==> src/rtl/tms34020_mc_arb_if.sv <==
// Request-channel and memory-bus signal bundle for the TMS34020 memory-cycle arbiter.
// The slave modport is the arbiter's view; master is the requesters plus memory.
interface tms34020_mc_arb_if #(
  parameter int unsigned NCH = 4,
  parameter int unsigned DW  = 32
);
  localparam int unsigned NB = DW / 8;

  logic [NCH-1:0]    CH_REQ;
  logic [NCH-1:0]    CH_WE;
  logic [NCH*32-1:0] CH_ADDR;
  logic [NCH*DW-1:0] CH_WDATA;
  logic [NCH*NB-1:0] CH_BE;
  logic [NCH*4-1:0]  CH_CODE;
  logic [NCH-1:0]    CH_ACK;
  logic              CH_ERR;
  logic [DW-1:0]     CH_RDATA;

  logic [31:0]       DBUS_A;
  logic [DW-1:0]     DBUS_DO;
  logic [NB-1:0]     DBUS_BE;
  logic [3:0]        DBUS_CODE;
  logic              DBUS_RAS;
  logic              DBUS_RD;
  logic              DBUS_WE;
  logic [DW-1:0]     DBUS_DI;
  logic              DBUS_RDY;

  modport slave (
    input  CH_REQ, CH_WE, CH_ADDR, CH_WDATA, CH_BE, CH_CODE, DBUS_DI, DBUS_RDY,
    output CH_ACK, CH_ERR, CH_RDATA,
    output DBUS_A, DBUS_DO, DBUS_BE, DBUS_CODE, DBUS_RAS, DBUS_RD, DBUS_WE
  );

  modport master (
    output CH_REQ, CH_WE, CH_ADDR, CH_WDATA, CH_BE, CH_CODE, DBUS_DI, DBUS_RDY,
    input  CH_ACK, CH_ERR, CH_RDATA,
    input  DBUS_A, DBUS_DO, DBUS_BE, DBUS_CODE, DBUS_RAS, DBUS_RD, DBUS_WE
  );
endinterface

==> src/rtl/tms34020_mc_arb.sv <==
// Fixed-priority memory-cycle arbiter with DBUS_RDY timeout (channel 0 highest priority).
// Define TMS34020_MC_RMW_EN to run partial-byte writes as read-merge-write.
module tms34020_mc_arb #(
  parameter int unsigned NCH    = 4,
  parameter int unsigned DW     = 32,
  parameter int unsigned TO_CYC = 255
) (
  input logic              CLK,
  input logic              RST,
  input logic              EN,
  tms34020_mc_arb_if.slave bus
);
  localparam int unsigned NB = DW / 8;
  localparam int unsigned CW = $clog2(TO_CYC + 1);
  localparam int unsigned GW = (NCH > 1) ? $clog2(NCH) : 1;

  typedef enum logic [2:0] {
    StIdle,
    StAddr,
    StCmd,
    StWait,
    StDone
`ifdef TMS34020_MC_RMW_EN
    , StMerge
`endif
  } state_e;

  state_e         state_q, state_d;
  logic [GW-1:0]  grant_q, grant_d;
  logic           we_q, we_d;
  logic [31:0]    addr_q, addr_d;
  logic [DW-1:0]  do_q, do_d;
  logic [NB-1:0]  be_q, be_d;
  logic [3:0]     code_q, code_d;
  logic [CW-1:0]  cnt_q, cnt_d;
  logic           err_q, err_d;
  logic [DW-1:0]  rdata_q, rdata_d;
  logic           rd_op;
`ifdef TMS34020_MC_RMW_EN
  logic           rmw_q, rmw_d;    // write is still in its read phase
  logic [DW-1:0]  rbuf_q, rbuf_d;
`endif

  logic req_any;
  int   req_idx;

  always_comb begin
    req_any = |bus.CH_REQ;
    req_idx = 0;
    for (int i = NCH - 1; i >= 0; i--) begin
      if (bus.CH_REQ[i]) req_idx = i;
    end
  end

`ifdef TMS34020_MC_RMW_EN
  assign rd_op = !we_q || rmw_q;
`else
  assign rd_op = !we_q;
`endif

  always_comb begin
    state_d = state_q;
    grant_d = grant_q;
    we_d    = we_q;
    addr_d  = addr_q;
    do_d    = do_q;
    be_d    = be_q;
    code_d  = code_q;
    cnt_d   = cnt_q;
    err_d   = err_q;
    rdata_d = rdata_q;
`ifdef TMS34020_MC_RMW_EN
    rmw_d   = rmw_q;
    rbuf_d  = rbuf_q;
`endif
    unique case (state_q)
      StIdle: begin
        if (req_any) begin
          grant_d = GW'(req_idx);
          we_d    = bus.CH_WE[req_idx];
          addr_d  = bus.CH_ADDR[32*req_idx +: 32];
          do_d    = bus.CH_WDATA[DW*req_idx +: DW];
          be_d    = bus.CH_BE[NB*req_idx +: NB];
          code_d  = bus.CH_CODE[4*req_idx +: 4];
          err_d   = 1'b0;
`ifdef TMS34020_MC_RMW_EN
          rmw_d   = bus.CH_WE[req_idx] && (bus.CH_BE[NB*req_idx +: NB] != {NB{1'b1}});
`endif
          state_d = StAddr;
        end
      end
      StAddr: state_d = StCmd;
      StCmd: begin
        cnt_d   = '0;
        state_d = StWait;
      end
      StWait: begin
        cnt_d = cnt_q + 1'b1;
        if (bus.DBUS_RDY) begin
`ifdef TMS34020_MC_RMW_EN
          if (rmw_q) begin
            rbuf_d  = bus.DBUS_DI;
            state_d = StMerge;
          end else begin
            if (!we_q) rdata_d = bus.DBUS_DI;
            state_d = StDone;
          end
`else
          if (!we_q) rdata_d = bus.DBUS_DI;
          state_d = StDone;
`endif
        end else if (cnt_q + 1'b1 == CW'(TO_CYC)) begin
          // Timeout: abandon the transfer, flag it and keep the old read data.
          err_d   = 1'b1;
          state_d = StDone;
        end
      end
      StDone: state_d = StIdle;
`ifdef TMS34020_MC_RMW_EN
      StMerge: begin
        for (int b = 0; b < NB; b++) begin
          do_d[8*b +: 8] = be_q[b] ? do_q[8*b +: 8] : rbuf_q[8*b +: 8];
        end
        be_d    = {NB{1'b1}};
        rmw_d   = 1'b0;
        state_d = StCmd;
      end
`endif
      default: state_d = StIdle;
    endcase
  end

  always_ff @(posedge CLK) begin
    if (RST) begin
      state_q <= StIdle;
      grant_q <= '0;
      we_q    <= 1'b0;
      addr_q  <= '0;
      do_q    <= '0;
      be_q    <= '0;
      code_q  <= 4'b1111;
      cnt_q   <= '0;
      err_q   <= 1'b0;
      rdata_q <= '0;
`ifdef TMS34020_MC_RMW_EN
      rmw_q   <= 1'b0;
      rbuf_q  <= '0;
`endif
    end else if (EN) begin
      state_q <= state_d;
      grant_q <= grant_d;
      we_q    <= we_d;
      addr_q  <= addr_d;
      do_q    <= do_d;
      be_q    <= be_d;
      code_q  <= code_d;
      cnt_q   <= cnt_d;
      err_q   <= err_d;
      rdata_q <= rdata_d;
`ifdef TMS34020_MC_RMW_EN
      rmw_q   <= rmw_d;
      rbuf_q  <= rbuf_d;
`endif
    end
  end

  // Strobes decode from state so reset deasserts the bus in the very next cycle.
  always_comb begin
    bus.DBUS_RAS  = (state_q == StAddr) || (state_q == StCmd) || (state_q == StWait)
`ifdef TMS34020_MC_RMW_EN
                    || (state_q == StMerge)
`endif
                    ;
    bus.DBUS_RD   = ((state_q == StCmd) || (state_q == StWait)) && rd_op;
    bus.DBUS_WE   = ((state_q == StCmd) || (state_q == StWait)) && !rd_op;
    bus.DBUS_CODE = ((state_q == StIdle) || (state_q == StDone)) ? 4'b1111 : code_q;
    bus.DBUS_A    = addr_q;
    bus.DBUS_DO   = do_q;
    bus.DBUS_BE   = be_q;
    bus.CH_ACK    = (state_q == StDone) ? (NCH'(1) << grant_q) : '0;
    bus.CH_ERR    = err_q;
    bus.CH_RDATA  = rdata_q;
  end
endmodule

==> src/flat_wrapper.sv <==
// flat-port wrapper written by rule: the top's interface ports become plain ports
module tms34020_mc_arb_flat 
#(
  parameter int unsigned NCH    = 4,
  parameter int unsigned DW     = 32,
  parameter int unsigned TO_CYC = 255
)
  (CLK, RST, EN, bus_CH_REQ, bus_CH_WE, bus_CH_ADDR, bus_CH_WDATA, bus_CH_BE, bus_CH_CODE, bus_DBUS_DI, bus_DBUS_RDY, bus_CH_ACK, bus_CH_ERR, bus_CH_RDATA, bus_DBUS_A, bus_DBUS_DO, bus_DBUS_BE, bus_DBUS_CODE, bus_DBUS_RAS, bus_DBUS_RD, bus_DBUS_WE);
  tms34020_mc_arb_if #(.NCH(NCH), .DW(DW)) bus_i ();
  input logic CLK;
  input logic RST;
  input logic EN;
  input wire logic [$bits(bus_i.CH_REQ)-1:0] bus_CH_REQ;
  input wire logic [$bits(bus_i.CH_WE)-1:0] bus_CH_WE;
  input wire logic [$bits(bus_i.CH_ADDR)-1:0] bus_CH_ADDR;
  input wire logic [$bits(bus_i.CH_WDATA)-1:0] bus_CH_WDATA;
  input wire logic [$bits(bus_i.CH_BE)-1:0] bus_CH_BE;
  input wire logic [$bits(bus_i.CH_CODE)-1:0] bus_CH_CODE;
  input wire logic [$bits(bus_i.DBUS_DI)-1:0] bus_DBUS_DI;
  input wire logic [$bits(bus_i.DBUS_RDY)-1:0] bus_DBUS_RDY;
  output wire logic [$bits(bus_i.CH_ACK)-1:0] bus_CH_ACK;
  output wire logic [$bits(bus_i.CH_ERR)-1:0] bus_CH_ERR;
  output wire logic [$bits(bus_i.CH_RDATA)-1:0] bus_CH_RDATA;
  output wire logic [$bits(bus_i.DBUS_A)-1:0] bus_DBUS_A;
  output wire logic [$bits(bus_i.DBUS_DO)-1:0] bus_DBUS_DO;
  output wire logic [$bits(bus_i.DBUS_BE)-1:0] bus_DBUS_BE;
  output wire logic [$bits(bus_i.DBUS_CODE)-1:0] bus_DBUS_CODE;
  output wire logic [$bits(bus_i.DBUS_RAS)-1:0] bus_DBUS_RAS;
  output wire logic [$bits(bus_i.DBUS_RD)-1:0] bus_DBUS_RD;
  output wire logic [$bits(bus_i.DBUS_WE)-1:0] bus_DBUS_WE;
  assign bus_i.CH_REQ = bus_CH_REQ;
  assign bus_i.CH_WE = bus_CH_WE;
  assign bus_i.CH_ADDR = bus_CH_ADDR;
  assign bus_i.CH_WDATA = bus_CH_WDATA;
  assign bus_i.CH_BE = bus_CH_BE;
  assign bus_i.CH_CODE = bus_CH_CODE;
  assign bus_i.DBUS_DI = bus_DBUS_DI;
  assign bus_i.DBUS_RDY = bus_DBUS_RDY;
  assign bus_CH_ACK = bus_i.CH_ACK;
  assign bus_CH_ERR = bus_i.CH_ERR;
  assign bus_CH_RDATA = bus_i.CH_RDATA;
  assign bus_DBUS_A = bus_i.DBUS_A;
  assign bus_DBUS_DO = bus_i.DBUS_DO;
  assign bus_DBUS_BE = bus_i.DBUS_BE;
  assign bus_DBUS_CODE = bus_i.DBUS_CODE;
  assign bus_DBUS_RAS = bus_i.DBUS_RAS;
  assign bus_DBUS_RD = bus_i.DBUS_RD;
  assign bus_DBUS_WE = bus_i.DBUS_WE;
  tms34020_mc_arb #(.NCH(NCH), .DW(DW), .TO_CYC(TO_CYC)) u_core (.CLK(CLK), .RST(RST), .EN(EN), .bus(bus_i));
endmodule
==> config.mk <==
export PLATFORM = sky130hd
export DESIGN_NAME = tms34020_mc_arb_flat
export DESIGN_NICKNAME = d
export VERILOG_FILES = /design/src/rtl/tms34020_mc_arb_if.sv /design/src/rtl/tms34020_mc_arb.sv /design/src/flat_wrapper.sv
export SDC_FILE = /design/constraint.sdc
export NUM_CORES = 1
export LEC_CHECK = 0
export BUFFER_PORTS_ARGS = -buffer_cell sky130_fd_sc_hd__buf_2
export CAP_MARGIN = 15
export CELL_PAD_IN_SITES_DETAIL_PLACEMENT = 0
export CELL_PAD_IN_SITES_GLOBAL_PLACEMENT = 1
export CORE_AREA = 2 2 175 177
export DETAILED_ROUTE_END_ITERATION = 16
export DIE_AREA = 0 0 177 179
export GPL_TIMING_DRIVEN = 0
export PLACE_DENSITY_LB_ADDON = 0.1
export SLEW_MARGIN = 20
export SYNTH_ARGS = -nofsm -noshare
export SYNTH_HDL_FRONTEND = slang
export SYNTH_SLANG_ARGS = --single-unit
export TNS_END_PERCENT = 30
==> constraint.sdc <==
create_clock -name CLK -period 2.4 [get_ports CLK]
set_input_delay 0.36 -clock CLK [delete_from_list [all_inputs] [get_ports CLK]]
set_output_delay 0.36 -clock CLK [all_outputs]
set_load 0.01 [all_outputs]
==> results.py <==
metrics = {
    "run_status": {
        "status": "complete, no violations",
    },
    "clock_tree": {
        "post_cts_resized": 0,
        "cts-root-buf": "clkbuf_16",
        "cts_made_buffers": 17,
        "cts_sinks": 119,
        "cts_max_path_buffers": 2,
        "cts_hold_buf": 0,
        "worstSkewPairLatency_ns": 0.42,
        "postCtsSetupBuffers": 0,
        "tritoncts": "built",
        "clk_pin_slew_ns": 0.06,
        "h-tree-depth": 4,
    },
    "timing": {
        "finalCriticalPeriod_ns": 2.23,
        "slew_viol_final": 0,
        "finalSetupViolations": 0,
        "finClkSkew_ns": 0.0119,
        "post-route-period-util_pct": 92.8,
        "rsz0062_at_grt": "false",
        "tightest_slew_ns": 0.868,
        "fin_ws_ns": 0.172,
        "fmax_ghz": 0.449,
        "slew_headroom_pct": 41.9,
        "hold_ws_ns": 0.180,
        "hold_viol_final": 0,
    },
    "place": {
        "dp_hpwl_mm": 24.4,
        "place_area_sq_mm": 0.00882,
        "gp_congestion": 0.775,
        "pre_cts_ws_ns": -0.259,
        "portBuffers": 442,
    },
    "global_route": {
        "grt_remaining_overflow": 0,
        "grt_pass1_vias": 6889,
        "grt_pass1_wl_mm": 42.5,
        "track_usage_pct": 18.3,
        "antenna_found_initial": 7,
        "grt_max_degree": 17,
    },
    "synthesis": {
        "synthSimpleGateAreaFrac_pct": 14.4,
        "synth_compound_area_share_pct": 17.0,
        "synth.area.top_cells": "dfxtp_1, mux2i_1, nand2_1",
        "ys_ff_latch": 119,
        "yosysMostFrequentCell": "nand2_1",
        "syn_nets": 1001,
        "postSynthAreaPerCell_sq_um": 9.16,
        "async_flop_share_pct": 0,
        "synth.distinct_cells": 45,
        "synth_commonest_cells": "nand2_1, mux2i_1, dfxtp_1, o221ai_1, a21oi_1",
        "yosys.area.top_type": "dfxtp_1",
        "synthXorXnorAreaFrac_pct": 0.430,
        "synthCells": 667,
        "synth_top_family_by_area": "multiplexers",
        "synth_top_area_share_pct": 39.0,
        "synth_ff_type": "dfxtp_1",
        "yosys_warnings": 0,
        "synth_fa_ha_area_share_pct": 0.409,
        "synth_edf_count": 0,
        "syn-cell-area_sq_mm": 0.00611,
        "synthMuxAreaShare_pct": 24.1,
        "yosysSeqAreaShare_pct": 39.0,
    },
    "floorplanning": {
        "die_h_um": 179,
        "start_util_pct": 20.4,
        "core_area_sq_mm": 0.0300,
        "rows": 64,
        "io_pins": 444,
        "die-area_sq_mm": 0.0317,
        "fp.dieW_um": 177,
    },
    "finish": {
        "stdcell_area_sq_mm": 0.00945,
        "final_layout_size_suffix_gt1_share_pct": 46.3,
        "n_fill_cell": 3301,
        "final_util_pct": 31.5,
        "final_nets": 1462,
        "areaGrowthSynthToFinish_pct": 54.6,
    },
    "setup_path": {
        "crit_top_cell": "buf_2",
        "cp_slowest_cell": "nor2_1",
        "start_kind": "primary input",
        "cp-end-kind": "flop",
        "reg2reg_from": "u_core.state_q[0]$_SDFFE_PP0P_",
        "reg2reg_depth": 7,
        "cp_max_fo": 10,
        "r2r_setup_slack_ns": 0.22,
        "crit_required_ns": 2.73,
        "crit_arrival_ns": 2.56,
        "critical_path_class": "in -> reg",
        "max_stage_delay_ns": 0.70,
        "reg2reg_to": "u_core.bus.DBUS_BE[3]$_SDFFE_PP0P_",
        "cp_cell_sequence": "buf_2, nor4_1, nor2_2, nor2_1, buf_2, nand2_1, o221ai_1",
    },
    "worst_hold_path": {
        "whs_path_depth": 3,
        "worstHoldStart": "bus_DBUS_DI[6]",
        "min_to": "u_core.bus.CH_RDATA[6]$_SDFFE_PP0P_",
        "hold_class": "in -> reg",
    },
    "detailed_routing": {
        "drtIter0Drc": 313,
        "wire_per_inst_um": 19.3,
        "drtAntennaViolNets": 0,
        "route.detailed.drc": 0,
        "drt_wl_total_mm": 29.8,
        "drtPass1Iterations": 4,
        "vias_per_cell": 4.39,
        "vias": 6769,
    },
    "pwr": {
        "cellPowerDensity_mw_per_mm2": 644,
        "p_leak_nw": 4.88,
        "ir_drop_v": 0.000449,
        "fin_total_pwr_mw": 6.09,
    },
    "run": {
        "maxCapViolCount": 0,
    },
}
==> layout make-up <==
| cell class | count | area (sq um) | share of cell area (%) |
|---|---|---|---|
| inverters | 7 | 26.3 | 0.278 |
| well taps | 396 | 495 | 5.24 |
| diodes | 5 | 12.5 | 0.132 |
| clock inverters | 14 | 188 | 1.99 |
| plain buffers | 54 | 262 | 2.77 |
| multi-input cells | 487 | 3440 | 36.4 |
| repair buffers | 442 | 2210 | 23.4 |
| flip-flops and latches | 119 | 2380 | 25.2 |
| clock buffers | 18 | 429 | 4.54 |
==> where the power goes <==
part | switching (mW) | internal [mW]
logic | 0.634 | 0.531
clock network | 1.08 | 1.67
registers | 0.0720 | 2.11
total | 1.78 | 4.31
==> registers in the layout (all words and copies together), names as in the netlist <==
signal               count
u_core.code_q            4
u_core.we_q              1
u_core.bus.DBUS_A       32
u_core.bus.CH_ERR        1
u_core.cnt_q             8
u_core.bus.DBUS_DO      32
u_core.state_q           3
u_core.bus.DBUS_BE       4
u_core.grant_q           2
u_core.bus.CH_RDATA     32
==> metrics by stage <==
| stage | TNS [ns] | instances |
|---|---|---|
| floorplan | 0 | 667 |
| global placement | -18.61 | 1505 |
| detailed placement | -14.79 | 1505 |
| CTS | 0 | 1537 |
| global route | 0 | 1541 |
| finish | 0 | 1542 |
==> per-layer routing <==
metal	global-route usage [%]	vias up	share of wire (%)
li1	-	3373	-
met1	21.7	3101	40
met2	31.9	257	51
met3	5.13	34	6.9
met4	5.72	4	1.9
met5	0	-	0.091
==> worst max path at each step <==
stage / start / endpoint / slack [ns]
CTS: u_core.state_q[0]$_SDFFE_PP0P_ / bus_CH_ACK[0] / 0.12
detailed placement: bus_CH_REQ[3] / u_core.bus.DBUS_DO[25]$_SDFFE_PP0P_ / -0.26
floorplan: u_core.state_q[2]$_SDFFE_PP0P_ / u_core.bus.CH_ERR$_SDFFE_PP0P_ / 0.68
global route: u_core.state_q[1]$_SDFFE_PP0P_ / u_core.bus.DBUS_DO[24]$_SDFFE_PP0P_ / 0.02
global placement: bus_CH_REQ[3] / u_core.bus.DBUS_BE[3]$_SDFFE_PP0P_ / -0.31
finish: bus_CH_REQ[3] / u_core.bus.DBUS_BE[3]$_SDFFE_PP0P_ / 0.17
==> logic make-up after synthesis <==
group / Yosys count
buffers and inverters: 61
adders and majority gates: 2
xor gates and xnor gates: 3
DFF: 119
muxes: 142
AOI/OAI and AO/OA: 134
and+or+nand+nor: 206
==> worst max-delay path: cells and delay by family <==
kind | cells | cell delay, ns
buf+inv | 2 | 0.54
simple gates | 4 | 1.58
compound gates | 1 | 0.07
==> placed cells by master (no fill, tap or decap), types with 2 or more instances in the layout <==
cell and count:
nand3b_1 2, mux4_2 4, nand2b_1 2, inv_1 7
a21o_1 3, diode_2 5, o21ai_0 6, nor2_2 3
clkbuf_16 17, inv_6 6, a21oi_1 46, o221ai_1 58
or2_2 5, buf_2 465, nand2_1 147, xor2_1 2
nand2_2 2, clkbuf_1 28, nor4_1 3, nor2b_1 2
o221ai_2 11, clkinv_4 3, buf_6 4, nor2_1 20
nor3_1 5, dfxtp_1 119, ha_1 2, bufinv_16 3
mux2i_1 138, nand3_1 6
Power figures use the tool's default switching activity.
